[src/rtl/uart_pkg.sv]
// Shared UART definitions: parity modes, transmitter state encoding, parity helper.
// Pure declarations; no timing or flow-control behaviour of its own.
package uart_pkg;

    localparam int PARITY_NONE   = 0;
    localparam int PARITY_EVEN   = 1;
    localparam int PARITY_ODD    = 2;
    localparam int MAX_DATA_BITS = 9;

    typedef enum logic [2:0] {
        ST_IDLE,
        ST_START,
        ST_DATA,
        ST_PARITY,
        ST_STOP
    } uart_tx_state_t;

    // Zero-extended data does not change the XOR, so one width covers every DATA_BITS.
    function automatic logic parity_bit(input logic [MAX_DATA_BITS-1:0] data, input int mode);
        return (^data) ^ (mode == PARITY_ODD);
    endfunction

endpackage

[src/rtl/uart_sync_fifo.sv]
// Synchronous FIFO with show-ahead read data; one-cycle write-to-read latency.
// Pushes are dropped when full and pops ignored when empty; the caller gates with full/empty.
module uart_sync_fifo #(
    parameter int WIDTH = 8,
    parameter int DEPTH = 4
) (
    input  logic                       clk,
    input  logic                       rst,
    input  logic                       push,
    input  logic                       pop,
    input  logic [WIDTH-1:0]           wr_data,
    output logic [WIDTH-1:0]           rd_data,
    output logic                       full,
    output logic                       empty,
    output logic [$clog2(DEPTH):0]     count
);

    localparam int AW = $clog2(DEPTH);
    localparam int CW = AW + 1;

    logic [WIDTH-1:0] mem [DEPTH];
    logic [AW-1:0]    wr_ptr;
    logic [AW-1:0]    rd_ptr;
    logic             do_push;
    logic             do_pop;

    assign full    = (count == CW'(DEPTH));
    assign empty   = (count == '0);
    assign do_push = push && !full;
    assign do_pop  = pop && !empty;
    assign rd_data = mem[rd_ptr];

    // DEPTH is a power of two, so the pointers wrap on their own.
    always_ff @(posedge clk) begin
        if (rst) begin
            wr_ptr <= '0;
            rd_ptr <= '0;
            count  <= '0;
        end else begin
            if (do_push) begin
                wr_ptr <= wr_ptr + AW'(1);
            end
            if (do_pop) begin
                rd_ptr <= rd_ptr + AW'(1);
            end
            case ({do_push, do_pop})
                2'b10:   count <= count + CW'(1);
                2'b01:   count <= count - CW'(1);
                default: count <= count;
            endcase
        end
    end

    always_ff @(posedge clk) begin
        if (do_push) begin
            mem[wr_ptr] <= wr_data;
        end
    end

endmodule

[src/rtl/uart_tx_stream.sv]
// Buffered UART transmitter; first start bit leaves the cycle after the pop edge, frames back-to-back.
// ready_o drops when the FIFO is full (no same-cycle pop credit) and is held low during reset.
module uart_tx_stream
    import uart_pkg::*;
#(
    parameter int DATA_BITS  = 8,
    parameter int PARITY     = 0,
    parameter int STOP_BITS  = 1,
    parameter int FIFO_DEPTH = 4,
    parameter int DIV_WIDTH  = 16
) (
    input  logic                          clk,
    input  logic                          rst_i,
    input  logic [DIV_WIDTH-1:0]          baud_div_i,
    input  logic [DATA_BITS-1:0]          din_i,
    input  logic                          valid_i,
    output logic                          ready_o,
    output logic                          tx_o,
    output logic                          busy_o,
    output logic                          tx_done_tick_o,
    output logic [$clog2(FIFO_DEPTH):0]   fifo_count_o
);

    localparam int CW = $clog2(FIFO_DEPTH) + 1;
    localparam logic [3:0] LAST_DATA = 4'(DATA_BITS - 1);
    localparam logic [3:0] LAST_STOP = 4'(STOP_BITS - 1);

    uart_tx_state_t state, state_d;

    logic                 push;
    logic                 pop;
    logic                 load;
    logic                 full;
    logic                 empty;
    logic [DATA_BITS-1:0] rd_data;
    logic [CW-1:0]        fifo_count;
    logic [CW-1:0]        count_nxt;

    logic [DIV_WIDTH-1:0] timer, timer_d;
    logic [DIV_WIDTH-1:0] div_q, div_d;
    logic [3:0]           bit_idx, bit_d;
    logic [DATA_BITS-1:0] shreg, shreg_d;
    logic                 par_q, par_d;
    logic                 tx_q, tx_d;
    logic                 done_q, done_d;
    logic                 busy_q;
    logic                 expire;

    assign ready_o   = !full && !rst_i;
    assign push      = valid_i && ready_o;
    assign expire    = (timer == div_q - DIV_WIDTH'(1));
    assign count_nxt = fifo_count + CW'(push) - CW'(pop);

    uart_sync_fifo #(
        .WIDTH (DATA_BITS),
        .DEPTH (FIFO_DEPTH)
    ) u_fifo (
        .clk     (clk),
        .rst     (rst_i),
        .push    (push),
        .pop     (pop),
        .wr_data (din_i),
        .rd_data (rd_data),
        .full    (full),
        .empty   (empty),
        .count   (fifo_count)
    );

    always_comb begin
        state_d = state;
        timer_d = expire ? '0 : timer + DIV_WIDTH'(1);
        bit_d   = bit_idx;
        shreg_d = shreg;
        par_d   = par_q;
        div_d   = div_q;
        tx_d    = tx_q;
        done_d  = 1'b0;
        load    = 1'b0;
        pop     = 1'b0;

        case (state)
            ST_IDLE: begin
                tx_d    = 1'b1;
                timer_d = '0;
                if (!empty) begin
                    load = 1'b1;
                end
            end
            ST_START: begin
                tx_d = 1'b0;
                if (expire) begin
                    state_d = ST_DATA;
                    bit_d   = '0;
                    tx_d    = shreg[0];
                end
            end
            ST_DATA: begin
                tx_d = shreg[0];
                if (expire) begin
                    if (bit_idx == LAST_DATA) begin
                        bit_d = '0;
                        if (PARITY != PARITY_NONE) begin
                            state_d = ST_PARITY;
                            tx_d    = par_q;
                        end else begin
                            state_d = ST_STOP;
                            tx_d    = 1'b1;
                        end
                    end else begin
                        // tx_o is registered, so present the bit that the shift exposes next.
                        bit_d   = bit_idx + 4'd1;
                        shreg_d = shreg >> 1;
                        tx_d    = shreg[1];
                    end
                end
            end
            ST_PARITY: begin
                tx_d = par_q;
                if (expire) begin
                    state_d = ST_STOP;
                    bit_d   = '0;
                    tx_d    = 1'b1;
                end
            end
            ST_STOP: begin
                tx_d = 1'b1;
                if (expire) begin
                    if (bit_idx == LAST_STOP) begin
                        done_d = 1'b1;
                        if (!empty) begin
                            load = 1'b1;
                        end else begin
                            state_d = ST_IDLE;
                        end
                    end else begin
                        bit_d = bit_idx + 4'd1;
                    end
                end
            end
            default: begin
                state_d = ST_IDLE;
                tx_d    = 1'b1;
            end
        endcase

        // Frame start: pop, capture word, parity and divisor so mid-frame input changes are ignored.
        if (load) begin
            pop     = 1'b1;
            state_d = ST_START;
            shreg_d = rd_data;
            par_d   = parity_bit(MAX_DATA_BITS'(rd_data), PARITY);
            div_d   = (baud_div_i == '0) ? DIV_WIDTH'(1) : baud_div_i;
            timer_d = '0;
            tx_d    = 1'b0;
        end
    end

    always_ff @(posedge clk) begin
        if (rst_i) begin
            state   <= ST_IDLE;
            timer   <= '0;
            bit_idx <= '0;
            shreg   <= '0;
            par_q   <= 1'b0;
            div_q   <= DIV_WIDTH'(1);
            tx_q    <= 1'b1;
            done_q  <= 1'b0;
            busy_q  <= 1'b0;
        end else begin
            state   <= state_d;
            timer   <= timer_d;
            bit_idx <= bit_d;
            shreg   <= shreg_d;
            par_q   <= par_d;
            div_q   <= div_d;
            tx_q    <= tx_d;
            done_q  <= done_d;
            busy_q  <= (state_d != ST_IDLE) || (count_nxt != '0);
        end
    end

    assign tx_o           = tx_q;
    assign tx_done_tick_o = done_q;
    assign busy_o         = busy_q;
    assign fifo_count_o   = fifo_count;

endmodule

[config.mk]
export PLATFORM = sky130hd
export DESIGN_NAME = uart_tx_stream
export DESIGN_NICKNAME = d
export VERILOG_FILES = /design/src/rtl/uart_pkg.sv /design/src/rtl/uart_sync_fifo.sv /design/src/rtl/uart_tx_stream.sv
export SDC_FILE = /design/constraint.sdc
export NUM_CORES = 1
export LEC_CHECK = 0
export ABC_AREA = 1
export CORE_ASPECT_RATIO = 1.75
export CORE_MARGIN = 2
export CORE_UTILIZATION = 50
export DETAILED_ROUTE_END_ITERATION = 7
export HOLD_SLACK_MARGIN = 0.1
export PLACE_DENSITY_LB_ADDON = 0.08
export RECOVER_POWER = 100
export SYNTH_ARGS = -nofsm -noshare
export SYNTH_HDL_FRONTEND = slang
export SYNTH_HIERARCHICAL = 1
export SYNTH_SLANG_ARGS = --single-unit
[constraint.sdc]
create_clock -name clk -period 3.2 [get_ports clk]
set_input_delay 0.64 -clock clk [delete_from_list [all_inputs] [get_ports clk]]
set_output_delay 0.64 -clock clk [all_outputs]
set_load 0.005 [all_outputs]
==> impl_results.md <==
* Drt via density at 5.24
* LEAKAGE at 2.48 nW
* Total GRT Usage at 0.239
* Commonest non-fill, non-tap cell in the layout: nand2_1
* Top FF cell, synth: dfxtp_1
* Routed length per placed instance at 14.8 um
* Setup Skew at 0.00734 ns
* Clock power frac at 0.183
* Vias in the first global route at 4457
* Final net count at 739
* Nature of the critical path startpoint: flop
* Status: completed
* Ys async rst share at 0
* Hold Crit Class: flop to flop
* Layout cells sized above 1 at 0.165
* Starting Density at 0.511
* Final slew viol count at 0
* Power per cell area at 962 nW/um^2
* Critical Path Max Stage Delay at 0.36 ns
* Mapped Cells at 639
* Period Utilization, post-route at 0.979
* Util after Layout at 0.612
* Setup TNS Final at 0 ns
* Synth Area per Inst at 7.88 um^2
* Post-Layout Cell Count at 829
* Post-synthesis register bit count at 92
* Syn nets at 679
* Critical path cell sequence: nor2_2 > nand2_4 > nor2_4 > buf_4 > nand3b_1 > nand2_1 > nor2_1 > nand2_1 > nor2_4 > nand3_2 > nand2_4 > nand2_4 > inv_4 > ha_4 > inv_4 > ha_4 > fa_2 > xor2_1 > o31ai_2 > nand4_1
* Hpwl dp at 9430 um
* Min Tclk post-route at 3.13 ns
* Post-DRT Antenna Nets at 0
* Register area share after synthesis at 0.430
* Hold_buf cts at 0
* Final WL at 12200 um
* # clock sinks at 92
* Die span in y at 137 um
* Hold Startpoint: shreg[7]
* Routability cong. at 0.880
* Worst-margin pin slew at 0.837 ns
* Placed insts at 807
* Die extent in x at 79.8 um
* DR iter-0 viols at 199
* FF-to-FF setup slack at 0.07 ns
* Slowest-stage cell, CP: dfxtp_1
* DRT Pass-1 Iters at 4
* H-tree depth at 3
* Number of clock buffers inserted by TritonCTS at 9
* Mapped cell area at 5030 um^2
* Pwr Total at 5.80 mW
* Crit Reg-Reg Endpoint: busy_o
* Req. time, crit path at 3.41 ns
* Die area at 10900 um^2
* Ports at 34
* Fillers at 909
* Layout area overhead at 19.7%
* Most used cell, CP: nand2_4
* Number of buffers added on ports at 33
* Clock latency at the later pin of the worst-skew pair at 0.35 ns
* Area after DPL at 5590 um^2
* EDFF count, synth at 32
* Global-route wire length before repair at 20000 um
* Most frequent cells in the layout: 113 x nand2_1, 87 x nor2_1, 77 x inv_1, 56 x dfxtp_1, 51 x nand3_1
* Unique masters post-synth at 43
* Clock root buffer: clkbuf_16
* Warnings from Yosys at 6
* Setup violations, final at 0
* Clock-pin slew on the worst setup and hold paths at 0.07 ns
* Max-slew headroom at 0.437
* FF-to-FF Start: div_q[2]
* Critical path type: flop to flop
* Worst-path fanout max at 7
* Final Instance Area at 6030 um^2
* Sw power at 2.60 mW
* Core ar. at 9850 um^2
* Critical path destination: busy_o
* Row cnt at 48
* Arrival @ worst endpoint at 3.34 ns
* Internal power at 3.19 mW
* DRC violations left at 0
* Max Root-Sink Buffers at 2
* Sw Share at 0.449
* Worst vdd ir at 0.472 mV
* Critical path endpoint category: flop
* Reg2Reg Depth at 20
* Inserted Diodes at 0
* Initial antenna violation count at 0
* RSZ-0062 raised after global routing: yes
* Max Cap Viol at 0
* Comb power frac at 0.526
* CTS tree: done
* DR vias at 4345
* Grt total ovfl at 0
* Largest net degree at the start of global routing at 45
* Final Hold Vio Count at 0
* CP Launch Point: div_q[2]
* F_max at 319 MHz
* Sequential power share at 0.291
==> worst max-delay path: cells and delay by family, from the launching register on <==
| kind | cells | cell delay (ns) |
|---|---|---|
| buffers and inverters | 3 | 0.23 |
| adder cells (fa/ha/maj) | 3 | 0.76 |
| AND/OR/NAND/NOR | 12 | 1.29 |
| flip-flops | 1 | 0.36 |
| AO/OA/AOI/OAI | 1 | 0.20 |
| XOR/XNOR | 1 | 0.17 |
==> metal layers <==
layer,up-vias,wire (um),GRT usage
met5,-,0,0
met4,0,546,0.122
li1,2229,-,-
met2,72,7040,0.470
met1,2015,4390,0.227
met3,29,270,0.0422
==> cell type report <==
class                           count  area, um^2  share of cell area
Clock buffer                        9         225              0.0374
Clock inverter                      7        73.8              0.0123
Inverter                           88         335              0.0556
Multi-Input combinational cell    449        2540               0.422
Sequential cell                    92        2170               0.360
Tap cell                          125         156              0.0260
Timing Repair Buffer               59         526              0.0872
==> metrics by stage <==
stage	hold slack, ns	setup slack, ns
2_1_floorplan	0.448	0.0566
3_3_place_gp	0.464	0.0808
3_5_place_dp	0.481	-0.0100
4_1_cts	0.492	0.0197
5_1_grt	0.509	-0.118
6_report	0.489	0.0688
==> synthesized netlist by cell type (11+ instances only) <==
| cell | instances | area share |
|---|---|---|
| o21ai_1 | 17 | 0.017 |
| nand3_1 | 51 | 0.051 |
| a21oi_1 | 25 | 0.025 |
| dfxtp_1 | 60 | 0.24 |
| inv_1 | 80 | 0.060 |
| o21ai_0 | 22 | 0.022 |
| nand4_1 | 13 | 0.016 |
| ha_1 | 11 | 0.027 |
| edfxtp_1 | 32 | 0.19 |
| nand2_1 | 117 | 0.087 |
| nor2_1 | 91 | 0.068 |
| xor2_1 | 14 | 0.024 |
==> worst min path at each step <==
stage,end,slack (ns),cells after the start
floorplan,flop,0.45,2
global placement,u_fifo/rd_ptr[0],0.46,2
detailed placement,u_fifo/rd_ptr[0],0.48,2
CTS,shreg[7],0.49,2
global route,shreg[3],0.51,2
finish,shreg[7],0.49,2
==> power by group through the flow <==
stage          clock network (mW)  logic, mW  registers, mW
4_1_cts                      1.09       2.82           1.67
3_5_place_dp                    0       2.80           1.70
2_1_floorplan                   0       2.17           1.63
6_report                     1.06       3.05           1.69
3_3_place_gp                    0       2.75           1.69
5_1_grt                      1.13       3.42           1.72
==> cell families (layout without fill, tap and decap cells) <==
group | after synthesis | after routing | share of synthesized area
xor+xnor | 24 | 24 | 0.0418
flops | 92 | 92 | 0.430
fa+ha+maj | 13 | 13 | 0.0353
buf+inv | 98 | 163 | 0.0823
simple gates | 317 | 317 | 0.293
compound gates | 95 | 95 | 0.118
==> registers in the layout, summed over array words and instances (netlist names), named ones only <==
name,cells
u_fifo/mem,32
div_q,16
timer,16
shreg,8
bit_idx,4
state,3
u_fifo/count,3
u_fifo/rd_ptr,2
u_fifo/wr_ptr,2
busy_o,1
par_q,1
tx_done_tick_o,1
tx_o,1
==> what timing repair did <==
| action | in CTS | in global routing |
|---|---|---|
| setup buffers | 0 | 6 |
| hold endpoints to repair | 0 | 0 |
| endpoints found under the setup margin | 1 | 3 |
| pin swaps | 0 | 18 |
| gates resized for setup | 1 | 28 |
Note: power is estimated with default switching activity, not from simulation.
